==> src/rtl/hazard_ctrl.sv <==
// Pipeline hazard controller: stalls and flushes the 5-stage RV32 pipeline for hazards
// that forwarding cannot cover, and tracks MDU busy time and total stall cycles.
module hazard_ctrl #(
   parameter int CNT_W   = 32,
   parameter int MDU_MAX = 64
) (
   input  logic             clk,
   input  logic             rst,
   input  logic [4:0]       AA,
   input  logic [4:0]       BA,
   input  logic             useA,
   input  logic             useB,
   input  logic             BR,
   input  logic             br_taken,
   input  logic             ID_EX_RW,
   input  logic             ID_EX_MR,
   input  logic [4:0]       ID_EX_DA,
   input  logic             EX_MEM_MR,
   input  logic [4:0]       EX_MEM_DA,
   input  logic             mdu_start,
   input  logic             mdu_done,
   input  logic             mem_req,
   input  logic             mem_ready,
   output logic             pc_en,
   output logic             if_id_en,
   output logic             id_ex_en,
   output logic             ex_mem_en,
   output logic             if_id_flush,
   output logic             id_ex_flush,
   output logic             ex_mem_flush,
   output logic             mem_wb_flush,
   output logic [1:0]       state,
   output logic             mdu_timeout,
   output logic [CNT_W-1:0] stall_count
);

   localparam logic [1:0] RUN      = 2'd0;
   localparam logic [1:0] MDU_BUSY = 2'd1;
   localparam logic [1:0] MEM_WAIT = 2'd2;

   localparam int             MC_W    = $clog2(MDU_MAX + 1);
   localparam logic [MC_W-1:0] MDU_LIM = MC_W'(MDU_MAX);

   logic [1:0]       state_q, state_d;
   logic             done_lat_q, done_lat_d;
   logic [MC_W-1:0]  mdu_cnt_q, mdu_cnt_d;
   logic             mdu_timeout_q, mdu_timeout_d;
   logic [CNT_W-1:0] stall_count_q, stall_count_d;

   logic hitA, hitB, matchEx, matchMem;
   logic lu, bex, bld, idstall, memw, mdub;

   // x0 is hard-wired zero, so a destination of x0 never creates a dependency
   always_comb begin
      hitA     = useA & (AA != 5'd0);
      hitB     = useB & (BA != 5'd0);
      matchEx  = (hitA & (ID_EX_DA == AA)) | (hitB & (ID_EX_DA == BA));
      matchMem = (hitA & (EX_MEM_DA == AA)) | (hitB & (EX_MEM_DA == BA));
      lu       = ID_EX_MR & matchEx;
      bex      = BR & ID_EX_RW & matchEx;
      bld      = BR & EX_MEM_MR & matchMem;
      idstall  = lu | bex | bld;
      memw     = mem_req & ~mem_ready;
      mdub     = ((state_q == MDU_BUSY) | mdu_start) & ~(mdu_done | done_lat_q);
   end

   always_comb begin
      pc_en        = 1'b1;
      if_id_en     = 1'b1;
      id_ex_en     = 1'b1;
      ex_mem_en    = 1'b1;
      if_id_flush  = 1'b0;
      id_ex_flush  = 1'b0;
      ex_mem_flush = 1'b0;
      mem_wb_flush = 1'b0;
      if (!rst) begin
         if (memw) begin
            pc_en        = 1'b0;
            if_id_en     = 1'b0;
            id_ex_en     = 1'b0;
            ex_mem_en    = 1'b0;
            mem_wb_flush = 1'b1;
         end else if (mdub) begin
            pc_en        = 1'b0;
            if_id_en     = 1'b0;
            id_ex_en     = 1'b0;
            ex_mem_flush = 1'b1;
         end else if (idstall) begin
            // branch operands are stale here, so a taken resolution is not trusted
            pc_en       = 1'b0;
            if_id_en    = 1'b0;
            id_ex_flush = 1'b1;
         end else if (br_taken) begin
            if_id_flush = 1'b1;
         end
      end
   end

   always_comb begin
      state_d = state_q;
      case (state_q)
         RUN: begin
            if (memw)                        state_d = MEM_WAIT;
            else if (mdu_start && !mdu_done) state_d = MDU_BUSY;
         end
         MEM_WAIT: begin
            if (!memw) state_d = mdub ? MDU_BUSY : RUN;
         end
         MDU_BUSY: begin
            if (memw)                        state_d = MEM_WAIT;
            else if (mdu_done || done_lat_q) state_d = RUN;
         end
         default: state_d = RUN;
      endcase
   end

   // a done pulse seen during a memory wait is held until the wait releases
   always_comb begin
      done_lat_d    = memw ? (done_lat_q | mdu_done) : 1'b0;
      mdu_cnt_d     = '0;
      mdu_timeout_d = mdu_timeout_q;
      if ((state_q == MDU_BUSY) && (state_d == MDU_BUSY)) begin
         mdu_cnt_d     = (mdu_cnt_q == MDU_LIM) ? mdu_cnt_q : mdu_cnt_q + MC_W'(1);
         mdu_timeout_d = mdu_timeout_q | (mdu_cnt_d == MDU_LIM);
      end
      stall_count_d = stall_count_q;
      if (!pc_en && (stall_count_q != {CNT_W{1'b1}}))
         stall_count_d = stall_count_q + CNT_W'(1);
   end

   always_ff @(posedge clk) begin
      if (rst) begin
         state_q       <= RUN;
         done_lat_q    <= 1'b0;
         mdu_cnt_q     <= '0;
         mdu_timeout_q <= 1'b0;
         stall_count_q <= '0;
      end else begin
         state_q       <= state_d;
         done_lat_q    <= done_lat_d;
         mdu_cnt_q     <= mdu_cnt_d;
         mdu_timeout_q <= mdu_timeout_d;
         stall_count_q <= stall_count_d;
      end
   end

   assign state       = state_q;
   assign mdu_timeout = mdu_timeout_q;
   assign stall_count = stall_count_q;

endmodule

==> config.mk <==
export PLATFORM = sky130hd
export DESIGN_NAME = hazard_ctrl
export DESIGN_NICKNAME = d
export VERILOG_FILES = /design/src/rtl/hazard_ctrl.sv
export SDC_FILE = /design/constraint.sdc
export NUM_CORES = 1
export LEC_CHECK = 0
export BUFFER_PORTS_ARGS = -buffer_cell sky130_fd_sc_hd__buf_2
export CAP_MARGIN = 5
export CORE_MARGIN = 4
export CORE_UTILIZATION = 56
export CTS_CLUSTER_SIZE = 40
export DETAILED_ROUTE_END_ITERATION = 8
export MAX_ROUTING_LAYER = met4
export PLACE_DENSITY = 0.83
export SLEW_MARGIN = 25
export SYNTH_ARGS = -nofsm -noshare
export SYNTH_HDL_FRONTEND = slang
export SYNTH_SLANG_ARGS = --single-unit
==> constraint.sdc <==
create_clock -name clk -period 6.7 [get_ports clk]
set_input_delay 1.675 -clock clk [delete_from_list [all_inputs] [get_ports clk]]
set_output_delay 1.675 -clock clk [all_outputs]
set_load 0.01 [all_outputs]
==> results.md <==
* Outcome: completed
* Clock latency on the worst-skew pair at 300 ps
* Wire per inst at approximately 14 um
* Placed Area at 2894 um^2
* Global-route wire length before repair at 10160 um
* Clock root buffer: clkbuf_8
* Vias at 2543
* GRT overflow at 0
* CP Capture Type: primary output
* Via density at 5.887
* Nets at 415
* Finished Cell Area at 2998 um^2
* WL final at approximately 6000 um
* Number of routed nets with antenna violations at 0
* Synth async-reset ratio at 0
* Final Skew at 12.27 ps
* Crit path max fanout at 6
* Sequential area share after synthesis at 0.3411
* DRC Markers at 0
* Lkg Pwr at between 1 and 1.5 nW
* Peak supply drop at 0.1007 mV
* Post-CTS Hold Fix Bufs at 0
* Critical path startpoint category: input pin
* Least-Margin Pin Slew at 763.4 ps
* Crit path required time at roughly 5000 ps
* Register bit total from synthesis at 43
* Max clock buf depth at 2
* I/O pin count at 76
* Arrival time worst endpoint at roughly 3200 ps
* TritonRoute pass-1 iters at 4
* Share of layout cells above drive strength 1 at 0.2421
* Antenna Cells at 0
* Fin. max-slew vios at 0
* Minimum clock period at slightly below 5000 ps
* Largest net degree at the start of global routing at 45
* CTS tree: built
* Endpoints failing setup at 0
* HP Class: flop to flop
* Total clock sinks at between 40 and 50
* Area growth syn-to-layout at 18.79%
* Num CTS Buffers at 5
* FF+latch area at 860.8 um^2
* Unrepaired setup endpoints after global routing: false
* Net Count, Synth at between 300 and 400
* Fin crit share at 0.7232
* Die X at 75.13 um
* Distinct cells, synth at 46
* # resized after CTS at 0
* Critical path launch point: BA[1]
* CTS clk-pin slew, worst paths at 80 ps
* Initial Utilization at 0.5796
* H-Tree Depth at 2
* Initial drt markers at approximately 160
* Row cnt at 24
* Worst hold start: mdu_timeout
* Global Route Usage Sum at 0.2336
* Fill count at about 370
* Initial antenna violation count at 0
* Ys Warns at 0
* Setup TNS Final at 0 ps
* Vias in the first global route at approximately 2300
* Area of the multi-input gates at 1559 um^2
* Crit path kind: input pin to primary output
* Cell Pwr Density at approximately 170 nW/um^2
* Max_slew headroom at 0.4910
* GPL Wtd Cong at 0.8129
* Dpl hpwl at 4463 um
* Die Span Y at 75.13 um
* Post-Syn Area at 2524 um^2
* Max Cap Violations at 0
* Number of port buffers at 75
* Crit Reg-Reg Startpoint: stall_count[0]
* Main synth FF type: dfxtp_1
* Fmax at 206.4 MHz
* Die Area at about 5600 um^2
* Core ar. at around 4400 um^2
* EDFF count, synth at 0
* Cells after Synth at 310
* Post-CTS Setup Bufs at 0
* Final Hold Viols at 0
* Synthesized area per cell at 8.141 um^2
[layout by cell type, fill, tap and decap left out, drive strengths merged, types with 2 or more instances in the layout]
cell type,instances
nand2b,4
dfxtp,43
nor2b,5
inv,7
or2,2
o21ai,23
xnor2,3
ha,3
o22a,2
and3,2
nor4,7
or4b,2
or4,11
nor3,4
nand2,16
buf,76
o41ai,2
a22oi,2
o21bai,2
xor2,26
mux2i,2
o22ai,2
nor2,29
and2,2
o31ai,8
or3,18
and4,6
nand3,14
nand4,9
clkbuf,7
mux2,2
a21oi,32
[per-layer routing]
layer  vias to the layer above  global-route usage  wire length, um
met1                      1178              0.2865             2529
met5                         -                   -                0
met2                        75              0.3956             3020
li1                       1280                   -                -
met3                        10             0.03338              327
met4                         0             0.07379               97
[synth_stat cells (7+ instances only)]
library cell | number | share of area
inv_1 | 7 | 0.010
o21ai_0 | 16 | 0.032
nand2_1 | 16 | 0.024
nand3_1 | 14 | 0.028
nor2_1 | 29 | 0.043
or3_1 | 18 | 0.045
nand4_1 | 9 | 0.022
xor2_1 | 26 | 0.090
clkbuf_1 | 8 | 0.012
dfxtp_1 | 43 | 0.34
o31ai_1 | 8 | 0.024
or4_1 | 11 | 0.033
a21oi_1 | 32 | 0.063
[sequential cells by signal, indices dropped and copies added, names as in the netlist]
signal / count
stall_count: 32
mdu_cnt_q: 7
mdu_timeout: 1
state: 2
done_lat_q: 1
[path summary, 6_finish.rpt]
| path | endpoint | slack [ps] | cells after the start |
|---|---|---|---|
| min | mdu_timeout | 490 | 2 |
| max | if_id_flush | 1850 | 6 |
| max reg2reg | stall_count[9] | 4030 | 8 |
| min reg2reg | mdu_timeout | 490 | 2 |
[per-stage QoR]
stage,util,total power [mW],cells,hold WS (ps),setup WS (ps)
4_1_cts,0.6885,0.5072,432,485.7,1838
3_5_place_dp,0.6647,0.3271,424,464.9,1844
5_1_grt,0.6885,0.5276,432,525.5,1706
6_report,0.6885,0.5041,432,490.9,1855
2_1_floorplan,-,0.3039,310,472.9,1966
3_3_place_gp,0.6647,0.3249,424,445.8,1901
[cell families after synthesis]
logic type | after synthesis | synth area share
simple gates | 134 | 0.2999
compound gates | 76 | 0.1839
flops | 43 | 0.3411
xor+xnor | 29 | 0.1006
buf+inv | 21 | 0.04115
mux | 4 | 0.01834
fa+ha+maj | 3 | 0.01488
[worst max-delay path: stages]
cell and delay (ps):
buf_2 120, or4_1 540, o21ai_0 300, o22ai_4 180, nor4_1 180, buf_2 170
[area by class of cell]
class	instances	share of cell area
multi-input combinational	246	0.5200
inverter	7	0.008765
sequential	43	0.2871
clock inverter	1	0.002504
timing repair buffer	76	0.1277
clock buffer	7	0.03214
tap	52	0.02170
[where the power goes]
group | switching (mW) | internal, mW | total, mW
combinational | 0.0354 | 0.0236 | 0.0590
clock | 0.0893 | 0.0938 | 0.183
sequential | 0.00399 | 0.258 | 0.262
total | 0.129 | 0.375 | 0.504
No activity file was read; power rests on OpenSTA's default activity.
